[config.mk]
export PLATFORM = sky130hd
export DESIGN_NAME = char_motion
export DESIGN_NICKNAME = d
export VERILOG_FILES = /design/src/rtl/char_pkg.sv /design/src/rtl/char_vert_phys.sv /design/src/rtl/char_motion.sv
export SDC_FILE = /design/constraint.sdc
export NUM_CORES = 1
export LEC_CHECK = 0
export BUFFER_PORTS_ARGS = -buffer_cell sky130_fd_sc_hd__buf_2
export CORE_UTILIZATION = 38
export DETAILED_ROUTE_END_ITERATION = 8
export SLEW_MARGIN = 20
export SYNTH_ARGS = -nofsm -noshare
export SYNTH_HDL_FRONTEND = slang
export SYNTH_HIERARCHICAL = 1
export SYNTH_SLANG_ARGS = --single-unit
[constraint.sdc]
create_clock -name clk -period 4.9 [get_ports clk]
set_input_delay 0.735 -clock clk [delete_from_list [all_inputs] [get_ports clk]]
set_output_delay 0.735 -clock clk [all_outputs]
set_load 0.01 [all_outputs]
[src/rtl/char_pkg.sv]
// char_pkg: shared types and constants for the character movement controller.
//   COORD_W      default coordinate width (position and ground level)
//   char_state_e vertical motion state: GROUND, RISE, FALL
//   vel_t        signed vertical velocity (positive = downward)
package char_pkg;

    localparam int COORD_W = 12;

    typedef enum logic [1:0] {
        GROUND = 2'd0,
        RISE   = 2'd1,
        FALL   = 2'd2
    } char_state_e;

    // Two guard bits over the coordinate width. Velocities stay within
    // +/-max(JUMP_V, VMAX_FALL), so this is wide enough even when a
    // module instance overrides its own coordinate width.
    typedef logic signed [COORD_W+1:0] vel_t;

endpackage

[src/rtl/char_vert_phys.sv]
// char_vert_phys: vertical motion of the character, advanced once per enabled
// cycle (one frame). Owns the GROUND/RISE/FALL state machine, the vertical
// velocity, the jump counter, landing, ceiling and ledge handling.
//
// Ports
//   clk, rst      clock, asynchronous active-low reset
//   en            frame strobe; nothing changes on cycles where it is low
//   jump_req      jump edge already detected by the caller for this frame
//   ground_y      floor surface Y under the character
//   pos_y         registered sprite top Y
//   jump_cnt      jumps used since the character last stood on ground
//   on_ground     high while in GROUND
//   state         current state, exported for observation
//
// Valid/ready: none. en is a qualifier only; every enabled cycle is
// consumed, and results are visible on the registered outputs one cycle
// after the enabling edge.
module char_vert_phys
    import char_pkg::*;
#(
    parameter int COORD_W   = char_pkg::COORD_W,
    parameter int CHAR_H    = 64,
    parameter int START_Y   = 536,
    parameter int JUMP_V    = 16,
    parameter int GRAVITY   = 1,
    parameter int VMAX_FALL = 20,
    parameter int MAX_JUMPS = 2,
    parameter int JC_W      = $clog2(MAX_JUMPS + 1)
) (
    input  logic               clk,
    input  logic               rst,
    input  logic               en,
    input  logic               jump_req,
    input  logic [COORD_W-1:0] ground_y,
    output logic [COORD_W-1:0] pos_y,
    output logic [JC_W-1:0]    jump_cnt,
    output logic               on_ground,
    output char_state_e        state
);

    localparam int SW = COORD_W + 2;
    typedef logic signed [SW-1:0] sw_t;

    localparam sw_t ZERO   = sw_t'(0);
    localparam sw_t H_S    = sw_t'(CHAR_H);
    localparam sw_t G_S    = sw_t'(GRAVITY);
    localparam sw_t VMAX_S = sw_t'(VMAX_FALL);

    char_state_e        state_q, state_d;
    vel_t               vy_q, vy_d;
    logic [COORD_W-1:0] pos_y_q, pos_y_d;
    logic [JC_W-1:0]    jc_q, jc_d;

    // Signed working copies of the current frame's values.
    sw_t y_s, vy_s, gnd_s, gnd_top_s, y_bot_s, y_next_s, vy_inc_s;
    logic jump_ok;

    always_comb begin
        y_s       = sw_t'({2'b00, pos_y_q});
        vy_s      = sw_t'(vy_q);
        gnd_s     = sw_t'({2'b00, ground_y});
        gnd_top_s = gnd_s - H_S;
        y_bot_s   = y_s + H_S;
        y_next_s  = y_s + vy_s;
        vy_inc_s  = vy_s + G_S;
        if (vy_inc_s > VMAX_S) begin
            vy_inc_s = VMAX_S;
        end
        jump_ok   = jump_req && (jc_q < JC_W'(MAX_JUMPS));
    end

    // State register
    always_ff @(posedge clk or negedge rst) begin
        if (!rst) begin
            state_q <= GROUND;
            vy_q    <= '0;
            pos_y_q <= COORD_W'(START_Y);
            jc_q    <= '0;
        end else begin
            state_q <= state_d;
            vy_q    <= vy_d;
            pos_y_q <= pos_y_d;
            jc_q    <= jc_d;
        end
    end

    // Next-state logic. A jump wins over everything else in a frame and
    // leaves pos_y untouched; the new velocity is first applied next frame.
    always_comb begin
        state_d = state_q;
        vy_d    = vy_q;
        pos_y_d = pos_y_q;
        jc_d    = jc_q;
        if (en) begin
            if (jump_ok) begin
                vy_d    = vel_t'(-JUMP_V);
                jc_d    = jc_q + JC_W'(1);
                state_d = RISE;
            end else begin
                case (state_q)
                    GROUND: begin
                        if (y_bot_s < gnd_s) begin
                            // Walked off a ledge: drop with zero velocity,
                            // jump_cnt stays 0 so an air jump remains.
                            state_d = FALL;
                            vy_d    = '0;
                        end else if (y_bot_s > gnd_s) begin
                            pos_y_d = COORD_W'(gnd_top_s);
                        end
                    end
                    RISE, FALL: begin
                        // Landing and ceiling look ahead at pos_y + vy and
                        // replace the ordinary integration step.
                        if (vy_s > ZERO && (y_next_s + H_S) >= gnd_s) begin
                            pos_y_d = COORD_W'(gnd_top_s);
                            vy_d    = '0;
                            jc_d    = '0;
                            state_d = GROUND;
                        end else if (y_next_s < ZERO) begin
                            pos_y_d = '0;
                            vy_d    = '0;
                            state_d = FALL;
                        end else begin
                            pos_y_d = COORD_W'(y_next_s);
                            vy_d    = vel_t'(vy_inc_s);
                            if (state_q == RISE && vy_inc_s >= ZERO) begin
                                state_d = FALL;
                            end
                        end
                    end
                    default: begin
                        state_d = FALL;
                        vy_d    = '0;
                    end
                endcase
            end
        end
    end

    // Outputs, all taken straight from registers.
    always_comb begin
        pos_y     = pos_y_q;
        jump_cnt  = jc_q;
        on_ground = (state_q == GROUND);
        state     = state_q;
    end

endmodule

[src/rtl/char_motion.sv]
// char_motion: per-frame character movement controller. Integrates walking
// left/right with playfield clamping, detects jump key edges and delegates
// vertical motion to char_vert_phys.
//
// Ports
//   clk, rst                     clock, asynchronous active-low reset
//   frame_tick                   one-cycle frame pulse; all updates happen here
//   stepleft/stepright/stepjump  level-sensitive movement requests
//   ground_y                     floor surface Y under the character
//   pos_x, pos_y                 registered sprite top-left corner
//   flip_h                       1 = facing left
//   on_ground                    high while standing on ground
//   jump_cnt                     jumps used since last touching ground
//   state_dbg                    vertical state machine state
//
// Valid/ready: none. frame_tick is a strobe that is always accepted; its
// effect appears on the registered outputs one cycle later.
module char_motion
    import char_pkg::*;
#(
    parameter int COORD_W   = char_pkg::COORD_W,
    parameter int X_MIN     = 0,
    parameter int X_MAX     = 1023,
    parameter int CHAR_W    = 48,
    parameter int CHAR_H    = 64,
    parameter int START_X   = 100,
    parameter int START_Y   = 536,
    parameter int STEP_X    = 4,
    parameter int JUMP_V    = 16,
    parameter int GRAVITY   = 1,
    parameter int VMAX_FALL = 20,
    parameter int MAX_JUMPS = 2
) (
    input  logic                             clk,
    input  logic                             rst,
    input  logic                             frame_tick,
    input  logic                             stepleft,
    input  logic                             stepright,
    input  logic                             stepjump,
    input  logic [COORD_W-1:0]               ground_y,
    output logic [COORD_W-1:0]               pos_x,
    output logic [COORD_W-1:0]               pos_y,
    output logic                             flip_h,
    output logic                             on_ground,
    output logic [$clog2(MAX_JUMPS+1)-1:0]   jump_cnt,
    output char_state_e                      state_dbg
);

    localparam int JC_W = $clog2(MAX_JUMPS + 1);
    localparam int SW   = COORD_W + 2;
    typedef logic signed [SW-1:0] sw_t;

    localparam sw_t X_LO = sw_t'(X_MIN);
    localparam sw_t X_HI = sw_t'(X_MAX - CHAR_W);

    logic [COORD_W-1:0] pos_x_q;
    logic               flip_q;
    logic               jump_ref_q;
    logic               armed_q;

    logic tick_en;
    logic jump_edge;
    sw_t  x_cur, x_new;
    logic flip_d;

    // armed_q is low for the first edge after reset release, so a tick
    // coinciding with that release is dropped.
    assign tick_en   = frame_tick && armed_q;
    assign jump_edge = stepjump && !jump_ref_q;

    always_comb begin
        x_cur  = sw_t'({2'b00, pos_x_q});
        x_new  = x_cur;
        flip_d = flip_q;
        if (stepleft && !stepright) begin
            x_new  = x_cur - sw_t'(STEP_X);
            flip_d = 1'b1;
        end else if (stepright && !stepleft) begin
            x_new  = x_cur + sw_t'(STEP_X);
            flip_d = 1'b0;
        end
        if (x_new < X_LO) begin
            x_new = X_LO;
        end else if (x_new > X_HI) begin
            x_new = X_HI;
        end
    end

    // The jump reference resets to 1 so a key held through reset does not
    // count as a fresh press; it only follows stepjump on frame ticks.
    always_ff @(posedge clk or negedge rst) begin
        if (!rst) begin
            pos_x_q    <= COORD_W'(START_X);
            flip_q     <= 1'b0;
            jump_ref_q <= 1'b1;
            armed_q    <= 1'b0;
        end else begin
            armed_q <= 1'b1;
            if (tick_en) begin
                pos_x_q    <= COORD_W'(x_new);
                flip_q     <= flip_d;
                jump_ref_q <= stepjump;
            end
        end
    end

    char_vert_phys #(
        .COORD_W   (COORD_W),
        .CHAR_H    (CHAR_H),
        .START_Y   (START_Y),
        .JUMP_V    (JUMP_V),
        .GRAVITY   (GRAVITY),
        .VMAX_FALL (VMAX_FALL),
        .MAX_JUMPS (MAX_JUMPS),
        .JC_W      (JC_W)
    ) u_vert (
        .clk       (clk),
        .rst       (rst),
        .en        (tick_en),
        .jump_req  (jump_edge),
        .ground_y  (ground_y),
        .pos_y     (pos_y),
        .jump_cnt  (jump_cnt),
        .on_ground (on_ground),
        .state     (state_dbg)
    );

    assign pos_x  = pos_x_q;
    assign flip_h = flip_q;

endmodule
# [After elaboration in Yosys (flattened, before gate mapping)]
# Index checks and enable logic that the tools add are counted.
# W data, S select, Z words.
[totals] reg_bits=45 inputBits=18
[classes] n_addsub=8 order_cmp=10 eq_ne=6 n_mux=26 bitwise=1 n_reduce_logical=21
[op_table] cell="$mux W14" count=6
[op_table] cell="$mux W12" count=6
[op_table] cell="$lt A14 B1 Y1 const B" count=2
[op_table] cell="$pmux W14 S2" count=1
[op_table] cell="$pmux W12 S2" count=1
[op_table] cell="$mux W2" count=8
[op_table] cell="$add A13 B14 Y14" count=1
[op_table] cell="$add A14 B2 Y14 const B" count=1
[op_table] cell="$add A14 B8 Y14 const B" count=1
[op_table] cell="$ge A14 B1 Y1 const B" count=1
[op_table] cell="$ge A14 B13 Y1" count=1
[op_table] cell="$gt A14 B1 Y1 const B" count=1
[op_table] cell="$gt A14 B11 Y1 const B" count=1
[op_table] cell="$gt A14 B13 Y1" count=1
[op_table] cell="$gt A14 B6 Y1 const B" count=1
[op_table] cell="$lt A14 B13 Y1" count=1
[op_table] cell="$add A12 B3 Y13 const B" count=1
[op_table] cell="$add A12 B7 Y13 const B" count=1
[op_table] cell="$mux W13" count=1
[op_table] cell="$sub A12 B3 Y13 const B" count=1
[op_table] cell="$sub A12 B7 Y12 const B" count=1
[op_table] cell="$reduce_bool A2 Y1" count=4
[op_table] cell="$logic_and A1 B1 Y1" count=7
[op_table] cell="$reduce_and A3 Y1" count=2
[op_table] cell="other kinds (16)" count=20

# [Longest topological paths before layout]
# Gate-level depths: netlist of the first run.
[depth] word_depth=10 mapped_depth=17 mapped_depth_nobuf=15

# [Cells and area by module]
# The synthesis of the first run kept the hierarchy.
[by_module_without_submodules] mod="char_vert_phys" n_inst=1 cells_each=433 area_per_inst_um2=3493.4 seq_area_each_um2=754.5
[by_module_without_submodules] mod="char_motion" n_inst=1 cells_each=117 area_per_inst_um2=1039.7 seq_area_each_um2=355.3

# [Worst setup path after synthesis of the first run]
# OpenSTA, ideal clock, no wires.
[synth_timing] kind="register to register" startpoint="register u_vert.pos_y_q[0], in the netlist u_vert/pos_y[0]" endpoint="register u_vert.vy_q[10]" setup_ps=103 arrival_ps=3912 required_time_ps=4797 slack_ps=884 path_stages_with_launch=15 path_buffers=1 synth_period_minus_slack_ps=4016 cell_sequence="dfrtp_1 ha_1 fa_1 a211o_1 a21o_1 xor2_1 ha_1 ha_1 nor2b_1 o311ai_0 a31oi_1 o311a_1 buf_6 or2_1 o41ai_2"
[synth_between] elab_chain_len=7 elab_cells_between_ends=13 cone_classes="3 x add/sub; 3 x order compare; 1 x eq/ne; 4 x mux; 2 x reduce/logical"
[synth_rtl] item="start: declaration" line="char_vert_phys.sv:51" rtl="logic [COORD_W-1:0] pos_y_q, pos_y_d;"
[synth_rtl] item="start signal: assignment" line="char_vert_phys.sv:77" rtl="pos_y_q <= COORD_W'(START_Y);"
[synth_rtl] item="start signal: assignment" line="char_vert_phys.sv:82" rtl="pos_y_q <= pos_y_d;"
[synth_rtl] item="$add A13 B14 Y14" line="char_vert_phys.sv:64" rtl="y_next_s = y_s + vy_s;"
[synth_rtl] item="$add A14 B8 Y14" line="char_vert_phys.sv:114" rtl="if (vy_s > ZERO && (y_next_s + H_S) >= gnd_s) begin"
[synth_rtl] item="$ge A14 B13 Y1" line="char_vert_phys.sv:114"
[synth_rtl] item="$logic_and A1 B1 Y1" line="char_vert_phys.sv:114"
[synth_rtl] item="$mux W14" line="char_vert_phys.sv:114"
[synth_rtl] item="$pmux W14 S2" line="char_vert_phys.sv:100" rtl="case (state_q)"
[synth_rtl] item="$mux W14" line="char_vert_phys.sv:95" rtl="if (jump_ok) begin"
[synth_rtl] item="end signal: assignment" line="char_vert_phys.sv:81" rtl="vy_q <= vy_d;"
[synth_rtl] item="end: declaration" line="char_vert_phys.sv:50" rtl="vel_t vy_q, vy_d;"
# Several ways; a longest one is shown, not always the timed one.
# A chain may end at the register's enable or synchronous reset.

# [Worst setup path after layout of the first run]
[layout_timing] startpoint="register u_vert.vy_q[0]" endpoint="register u_vert.vy_q[0]"
[layout_between] elab_chain_len=7 elab_cells_between_ends=13 cone_classes="3 x add/sub; 4 x order compare; 5 x mux; 1 x reduce/logical"
[layout_rtl] item="$add A13 B14 Y14 / $add A14 B2 Y14 (equally long branches)" line="char_vert_phys.sv:64, char_vert_phys.sv:65"
[layout_rtl] item="$add A14 B8 Y14 / $gt A14 B6 Y1 (equally long branches)" line="char_vert_phys.sv:114, char_vert_phys.sv:66"
[layout_rtl] item="$ge A14 B13 Y1 / $mux W14 (equally long branches)" line="char_vert_phys.sv:114, char_vert_phys.sv:66"
[layout_rtl] item="$logic_and A1 B1 Y1 / $mux W14 (equally long branches)" line="char_vert_phys.sv:114, char_vert_phys.sv:119"
[layout_rtl] item="$mux W14 *" line="char_vert_phys.sv:114"
[layout_rtl] item="$pmux W14 S2 *" line="char_vert_phys.sv:100"
[layout_rtl] item="$mux W14 *" line="char_vert_phys.sv:95"
# Mark *: on every way between the ends. The rest lies on a longest branch, timed or not.

==> qor.yml, run 1 <==
cts.path.max_buffers: 2
ys_ff_latch: 44
whs_ns: 0.457
swShare: 0.508
crit_arrival_ns: 4.72
die_h_um: 111
slew_violations: 0
synth_edf_count: 0
status: "finished, violations left"
hold_viol: 0
antenna_left: 0
worst_skew_pair.late_latency_ns: 0.30
min_period_ns: 4.50
cp-end-kind: "flop"
portBuffers: 47
peakVddDrop_v: 0.000283
clockRootBuffer: "clkbuf_16"
ys_types: 76
placementRows: 39
synthMuxAreaShare: 0.0113
layout-drive-gt1-share: 0.158
dp_hpwl_um: 9470
ys_seq_area_frac: 0.245
setup_viol: 0
via_per_inst: 5.91
wirelength_um: 12500
p_sw_uw: 1740
synth_compound_area_frac: 0.269
finalPower_uw: 3420
synth_area_mm2: 0.00453
drv_cap: 0
gp_congestion: 0.855
place_area_mm2: 0.00489
p_seq_frac: 0.212
synthArstFlopShare: 1.00
yosys.area_share.xor_xnor: 0.0560
cts_tree: "done"
cts_sinks: 44
die_area_mm2: 0.0124
startpoint_type: "flop"
grt-ovfl-total: 0
grt_start_max_net_pins: 45
grt_pass1_vias: 3967
maxSlewHeadroom: 0.534
crit_fanout: 11
avgSynthCellArea_um2: 8.24
layout_common_cells: "nand2_1, ha_1, buf_2"
htree_levels: 2
cts_buffers: 5
drtIter0Drc: 334
p_clk_frac: 0.121
synth-simple-area-share: 0.223
grt_pass1_wl_um: 20600
ys.flop_type: "dfrtp_1"
hold_class: "flop to flop"
clk_pin_slew_ns: 0.06
synth_top_family_by_area: "compound AO/OA/AOI/OAI gates"
tightest_slew_ns: 0.698
vias: 4324
max_freq_ghz: 0.222
critPathRequiredTime_ns: 5.12
antenna_cells: 0
drc: 6
syn_inst: 550
synth_fa_ha_area_frac: 0.137
area_delta_synth_final_pct: 12.1
synth_nets: 617
power.leakage_uw: 0.00235
cellInternalPower_uw: 1680
final_cell_area_mm2: 0.00508
die_w_um: 111
skew_ns: 0.0107
antenna_found_initial: 0
num_io_pins: 48
violations: "design-rule violations"
coreArea_mm2: 0.0115
setup_tns_ns: 0
ys_warn_count: 6
nets: 655
final_common_cell: "nand2_1"
p_per_area_mw_per_mm2: 672
worst-setup-path-type: "flop to flop"
rsz0062_at_grt: "no"
p_comb_frac: 0.668
start_util: 0.394
min_period_over_period: 0.918
dr.pass1.iters: 7
wl_per_cell_um: 17.1
track_usage: 0.206
==> routing by layer <==
layer,GRT usage,up-vias,wire (µm),part of all wire
met5,0,-,0,0
met4,0.0514,0,185,0.015
met3,0.0268,13,516,0.041
met2,0.344,122,5980,0.48
met1,0.280,2065,5800,0.46
li1,-,2124,-,-
==> timing repair <==
action / in CTS / in global routing
hold buffers: 0 / 0
setup buffers: 0 / 0
resized for setup: 0 / 4
setup endpoints to repair: 0 / 15
==> area by class of cell <==
| cell class | count | area, µm² |
|---|---|---|
| fill | 1136 | 6430 |
| multi-input combinational | 442 | 3180 |
| sequential | 44 | 1110 |
| timing repair buffer | 54 | 288 |
| tap | 143 | 179 |
| inverter | 41 | 154 |
| clock buffer | 6 | 139 |
| clock inverter | 2 | 38.8 |
==> worst max-delay path: stages (launching register included) <==
cell	delay [ns]
dfrtp_1	0.45
ha_1	0.26
fa_1	0.44
a211o_1	0.36
a21o_1	0.29
a2111oi_1	0.37
mux2i_1	0.13
a31oi_1	0.27
xor2_1	0.13
ha_1	0.22
a211oi_1	0.25
a31oi_1	0.14
o311a_2	0.47
or4_1	0.49
o21ai_1	0.16
==> per-stage QoR <==
| step | instances | util | setup WS, ns |
|---|---|---|---|
| CTS | 732 | 0.440 | 0.268 |
| floorplan | 550 | - | 0.884 |
| global route | 732 | 0.441 | 0.0221 |
| detailed placement | 724 | 0.425 | 0.304 |
| finish | 732 | 0.441 | 0.399 |
| global placement | 724 | 0.425 | 0.499 |
==> final timing paths <==
| path | slack (ns) | cells past startpoint | to | startpoint |
|---|---|---|---|---|
| max in group asynchronous | 3.93 | 2 | u_vert/vy_q[0] | rst |
| max | 0.40 | 14 | u_vert/vy_q[0] | u_vert/vy_q[0] |
| max reg2reg | 0.40 | 14 | u_vert/vy_q[0] | u_vert/vy_q[0] |
| min reg2reg | 0.46 | 2 | jump_ref_q | jump_ref_q |
| min in group asynchronous | 0.54 | 2 | u_vert/vy_q[9] | rst |
| min | 0.46 | 2 | jump_ref_q | jump_ref_q |
==> flip-flops by register name, indices dropped and copies added, names as in the netlist <==
name             count
armed_q              1
flip_h               1
jump_ref_q           1
pos_x               11
u_vert/jump_cnt      2
u_vert/pos_y        12
u_vert/state         2
u_vert/vy_q         14
==> kinds of logic after synthesis <==
logic type	count (synthesis)
fa+ha+maj	49
simple gates	191
flops	44
xor+xnor	29
mux	5
compound gates	167
other cells	1
buf+inv	64
==> Yosys cell counts (3+ instances only) <==
library cell	count	area (µm²)
nand2_1	55	206
nand4_1	4	25.0
nand2b_1	5	31.3
nor4_1	4	25.0
nand3_1	30	150
or2_2	3	18.8
xnor2_1	21	184
and2_1	9	56.3
dfstp_2	7	184
o211ai_1	5	37.5
nor2b_1	9	56.3
buf_2	7	35.0
o21ai_0	19	95.1
a21oi_2	3	26.3
o2bb2ai_1	3	26.3
mux2i_1	4	40.0
ha_1	48	601
a31oi_1	12	75.1
a21oi_1	35	175
a21o_1	12	90.1
a211oi_1	8	60.1
inv_1	41	154
and3_1	12	75.1
o22ai_1	4	25.0
xor2_1	8	70.1
nor2_1	23	86.3
or4_1	5	37.5
dfrtp_1	37	926
or3_1	4	25.0
clkbuf_1	13	48.8
nand3b_1	3	22.5
o21a_1	7	52.6
a211o_1	5	43.8
a211oi_2	3	37.5
o31ai_1	4	30.0
nand4b_1	3	26.3
nor3_1	11	55.1
o221ai_1	13	114
==> power by group through the flow <==
| stage | registers (µW) | clock network (µW) | logic (µW) |
|---|---|---|---|
| 3_3_place_gp | 724 | 0 | 2190 |
| 4_1_cts | 724 | 424 | 2240 |
| 6_report | 723 | 413 | 2280 |
| 2_1_floorplan | 677 | 0 | 1690 |
| 5_1_grt | 749 | 432 | 2530 |
| 3_5_place_dp | 729 | 0 | 2220 |
Note: power is estimated with default switching activity, not from simulation.
==> run 2: changes to the inputs <==
MAX_ROUTING_LAYER = met4   (was unset)
==> qor.yml, run 2 (synthesized netlist as in run 1, its figures left out) <==
status: "finished, violations left"
violations: "design-rule violations"
skew_ns: 0.0113
min_period_over_period: 0.918
rsz0062_at_grt: "no"
antenna_found_initial: 0
final_common_cell: "nand2_1"
die_h_um: 111
cp_slowest_stage_delay_ns: 0.49
crit_arrival_ns: 4.72
dr.pass1.iters: 7
antenna_left: 0
min_period_ns: 4.50
peakVddDrop_v: 0.000282
drtIter0Drc: 316
post-place-ws_ns: 0.304
cts.path.max_buffers: 2
slew_violations: 0
htree_levels: 2
drv_cap: 0
tightest_slew_ns: 0.695
clockRootBuffer: "clkbuf_16"
cts_tree: "done"
p_per_area_mw_per_mm2: 671
setup_tns_ns: 0
grt_start_max_net_pins: 45
holdBufCountCts: 0
setup_viol: 0
worst-setup-path-type: "flop to flop"
cts_buffers: 5
final_cell_area_mm2: 0.00508
cts_resized: 0
layout-drive-gt1-share: 0.158
die_area_mm2: 0.0124
cp-end-kind: "flop"
critical_path.top_delay_family: "compound AO/OA/AOI/OAI gates"
setup_slack_ns: 0.400
startpoint_type: "flop"
antenna_cells: 0
placementRows: 39
cp_num_buf_inv: 0
critPathRequiredTime_ns: 5.12
grt_pass1_vias: 3963
cpMaxStageDelayCell: "or4_1"
regMostFlops: "u_vert/vy_q"
grt-ovfl-total: 0
wl_per_cell_um: 17.0
coreArea_mm2: 0.0115
power.leakage_uw: 0.00235
maxSlewHeadroom: 0.536
crit_fanout: 11
place_area_mm2: 0.00489
fill_cells: 1136
wirelength_um: 12500
dp_hpwl_um: 9470
gp_congestion: 0.869
hold_viol: 0
track_usage: 0.212
portBuffers: 47
num_io_pins: 48
cts_sinks: 44
vias: 4319
start_util: 0.394
max_freq_ghz: 0.222
clk_pin_slew_ns: 0.06
cp_cell_sequence: "ha_1 -> fa_1 -> a211o_1 -> a21o_1 -> a2111oi_1 -> mux2i_1 -> a31oi_1 -> xor2_1 -> ha_1 -> a211oi_1 -> a31oi_1 -> o311a_2 -> or4_1 -> o21ai_1"
finalPower_uw: 3410
nets: 655
cts_setup_buffers: 0
largest_reg_flops: 14
worst_skew_pair.late_latency_ns: 0.30
via_per_inst: 5.90
drc: 6
layout_common_cells: "nand2_1, ha_1, buf_2"
hold_class: "flop to flop"
area_delta_synth_final_pct: 12.1
die_w_um: 111
grt_pass1_wl_um: 20600
## run 2: cell counts in the layout (fill, tap and decap cells not counted)
No cell type changed its count.
## run 2: final timing paths
check	slack, ns	to	cells past startpoint	from
worst min-delay path	0.46	jump_ref_q	2	jump_ref_q
worst min register to register	0.46	jump_ref_q	2	jump_ref_q
max in group asynchronous	3.94	u_vert/vy_q[0]	2	rst
worst max register to register	0.40	u_vert/vy_q[0]	14	u_vert/vy_q[0]
min in group asynchronous	0.54	u_vert/vy_q[9]	2	rst
worst max-delay path	0.40	u_vert/vy_q[0]	14	u_vert/vy_q[0]
## run 2: stage by stage
stage / util / std cells / hold slack [ns]
final: 0.441 / 732 / 0.460
after global routing: 0.441 / 732 / 0.477
after CTS: 0.440 / 732 / 0.460
after detailed placement: 0.425 / 724 / 0.449
after global placement: 0.425 / 724 / 0.449
after floorplan: - / 550 / 0.439
## run 2: report_power, final
| group | switching, µW | internal, µW |
|---|---|---|
| clock | 159 | 256 |
| combinational | 1350 | 926 |
| sequential | 224 | 498 |
| total | 1730 | 1680 |
## run 2: per-layer routing
| layer | GRT usage | up-vias | wire [µm] |
|---|---|---|---|
| met3 | 0.0246 | 13 | 520 |
| met2 | 0.343 | 125 | 5940 |
| met4 | 0.0514 | 0 | 187 |
| met1 | 0.284 | 2056 | 5810 |
| li1 | - | 2125 | - |
| met5 | - | - | 0 |
## run 2: layout make-up
| class | count | area [µm²] | area share |
|---|---|---|---|
| clock buffers | 6 | 139 | 0.0273 |
| clock inverters | 2 | 38.8 | 0.00763 |
| inverters | 41 | 154 | 0.0303 |
| multi-input cells | 442 | 3180 | 0.625 |
| flip-flops and latches | 44 | 1110 | 0.218 |
| well taps | 143 | 179 | 0.0352 |
| repair buffers | 54 | 288 | 0.0566 |
## run 2: worst register-to-register path, stage by stage, from the launching register on
cell,delay (ns)
dfrtp_1,0.45
ha_1,0.26
fa_1,0.44
a211o_1,0.36
a21o_1,0.29
a2111oi_1,0.37
mux2i_1,0.13
a31oi_1,0.27
xor2_1,0.13
ha_1,0.22
a211oi_1,0.25
a31oi_1,0.14
o311a_2,0.47
or4_1,0.49
o21ai_1,0.16
==> run 3: changes to the inputs <==
CORE_MARGIN = 4   (was unset)
SKIP_LAST_GASP = 1   (was unset)
==> qor.yml, run 3 (synthesized netlist as in run 1, its figures left out) <==
status: "finished clean"
grt_start_max_net_pins: 45
startpoint_type: "flop"
cts_tree: "done"
skew_ns: 0.00589
worst_skew_pair.late_latency_ns: 0.29
regMostFlops: "u_vert/vy_q"
drtIter0Drc: 337
coreArea_mm2: 0.0116
r2r-start: "u_vert/vy_q[0]"
crit_arrival_ns: 4.85
p_sw_uw: 1730
antenna_left: 0
cts.path.max_buffers: 2
max_freq_ghz: 0.216
layout-drive-gt1-share: 0.150
htree_levels: 2
gp_congestion: 0.874
drv_cap: 0
clk_pin_slew_ns: 0.07
power.leakage_uw: 0.00234
final_common_cell: "nand2_1"
portBuffers: 47
p_per_area_mw_per_mm2: 674
cts_resized: 0
setup_tns_ns: 0
whs_ns: 0.443
clockRootBuffer: "clkbuf_16"
finalPower_uw: 3410
startpoint: "u_vert/vy_q[0]"
holdBufCountCts: 0
maxSlewHeadroom: 0.558
hold_class: "input pin to asynchronous set/reset pin"
p_comb_frac: 0.666
die_h_um: 117
p_seq_frac: 0.212
cp-end-kind: "flop"
wirelength_um: 12800
dp_hpwl_um: 9540
critPathRequiredTime_ns: 5.12
cts_sinks: 44
min_period_ns: 4.63
swShare: 0.509
cpMaxStageDelayCell: "or4_1"
vias: 4347
layout_common_cells: "nand2_1, ha_1, buf_2"
min_period_over_period: 0.944
area_delta_synth_final_pct: 11.6
cts_buffers: 5
setup_viol: 0
die_area_mm2: 0.0137
nets: 653
rsz0062_at_grt: "no"
hold_viol: 0
drc: 0
peakVddDrop_v: 0.000211
antenna_cells: 0
grt-ovfl-total: 0
crit_fanout: 11
worst-setup-path-type: "flop to flop"
p_clk_frac: 0.122
critical_path.top_delay_family: "compound AO/OA/AOI/OAI gates"
grt_pass1_vias: 4145
tightest_slew_ns: 0.658
antenna_found_initial: 0
slew_violations: 0
largest_reg_flops: 14
final_util: 0.437
via_per_inst: 5.95
cp_slowest_stage_delay_ns: 0.53
cp_num_buf_inv: 0
grt_pass1_wl_um: 21000
start_util: 0.392
placementRows: 39
dr.pass1.iters: 5
cellInternalPower_uw: 1670
track_usage: 0.197
die_w_um: 117
num_io_pins: 48
cp_cell_sequence: "ha_1 -> fa_1 -> a211o_1 -> a21o_1 -> xor2_1 -> o211ai_1 -> a31oi_1 -> xor2_1 -> ha_1 -> a211oi_1 -> a31oi_1 -> o311a_1 -> or4_1 -> a21oi_1"
wl_per_cell_um: 17.5
cts_setup_buffers: 0
place_area_mm2: 0.00488
final_cell_area_mm2: 0.00506
==> run 3: changes by cell type in the layout (fill, tap and decap cells not counted), sizes merged <==
cell / change
buf: -2
==> run 3: per-layer routing <==
layer,part of all wire,GRT usage
met1,0.46,0.261
met5,0,-
met2,0.46,0.314
met4,0.016,0.0535
met3,0.062,0.0278
==> run 3: layout make-up <==
| cell class | instances | area, µm² |
|---|---|---|
| fill | 1156 | 6510 |
| multi-input combinational | 442 | 3160 |
| sequential | 44 | 1110 |
| timing repair buffer | 52 | 275 |
| tap | 143 | 179 |
| inverter | 41 | 154 |
| clock buffer | 6 | 139 |
| clock inverter | 2 | 38.8 |
==> run 3: power groups by stage <==
stage	registers, µW	logic [µW]	clock network (µW)
finish	722	2270	417
global route	752	2520	436
CTS	726	2240	424
detailed placement	731	2230	0
global placement	725	2190	0
floorplan	677	1690	0
==> run 3: worst paths after layout <==
kind                                       to  slack, ns  depth (start not counted)
setup reg to reg               u_vert/vy_q[3]       0.27                         14
hold reg to reg                    jump_ref_q       0.46                          2
setup / recovery               u_vert/vy_q[3]       0.27                         14
hold / removal             u_vert/jump_cnt[0]       0.44                          1
min in group clk                   jump_ref_q       0.46                          2
max in group asynchronous    u_vert/pos_y[10]       4.03                          1
==> run 3: per-stage QoR <==
| step | instances | setup slack (ns) |
|---|---|---|
| global placement | 722 | 0.498 |
| floorplan | 550 | 0.884 |
| detailed placement | 722 | 0.380 |
| finish | 730 | 0.272 |
| global route | 730 | 0.0375 |
| CTS | 730 | 0.322 |
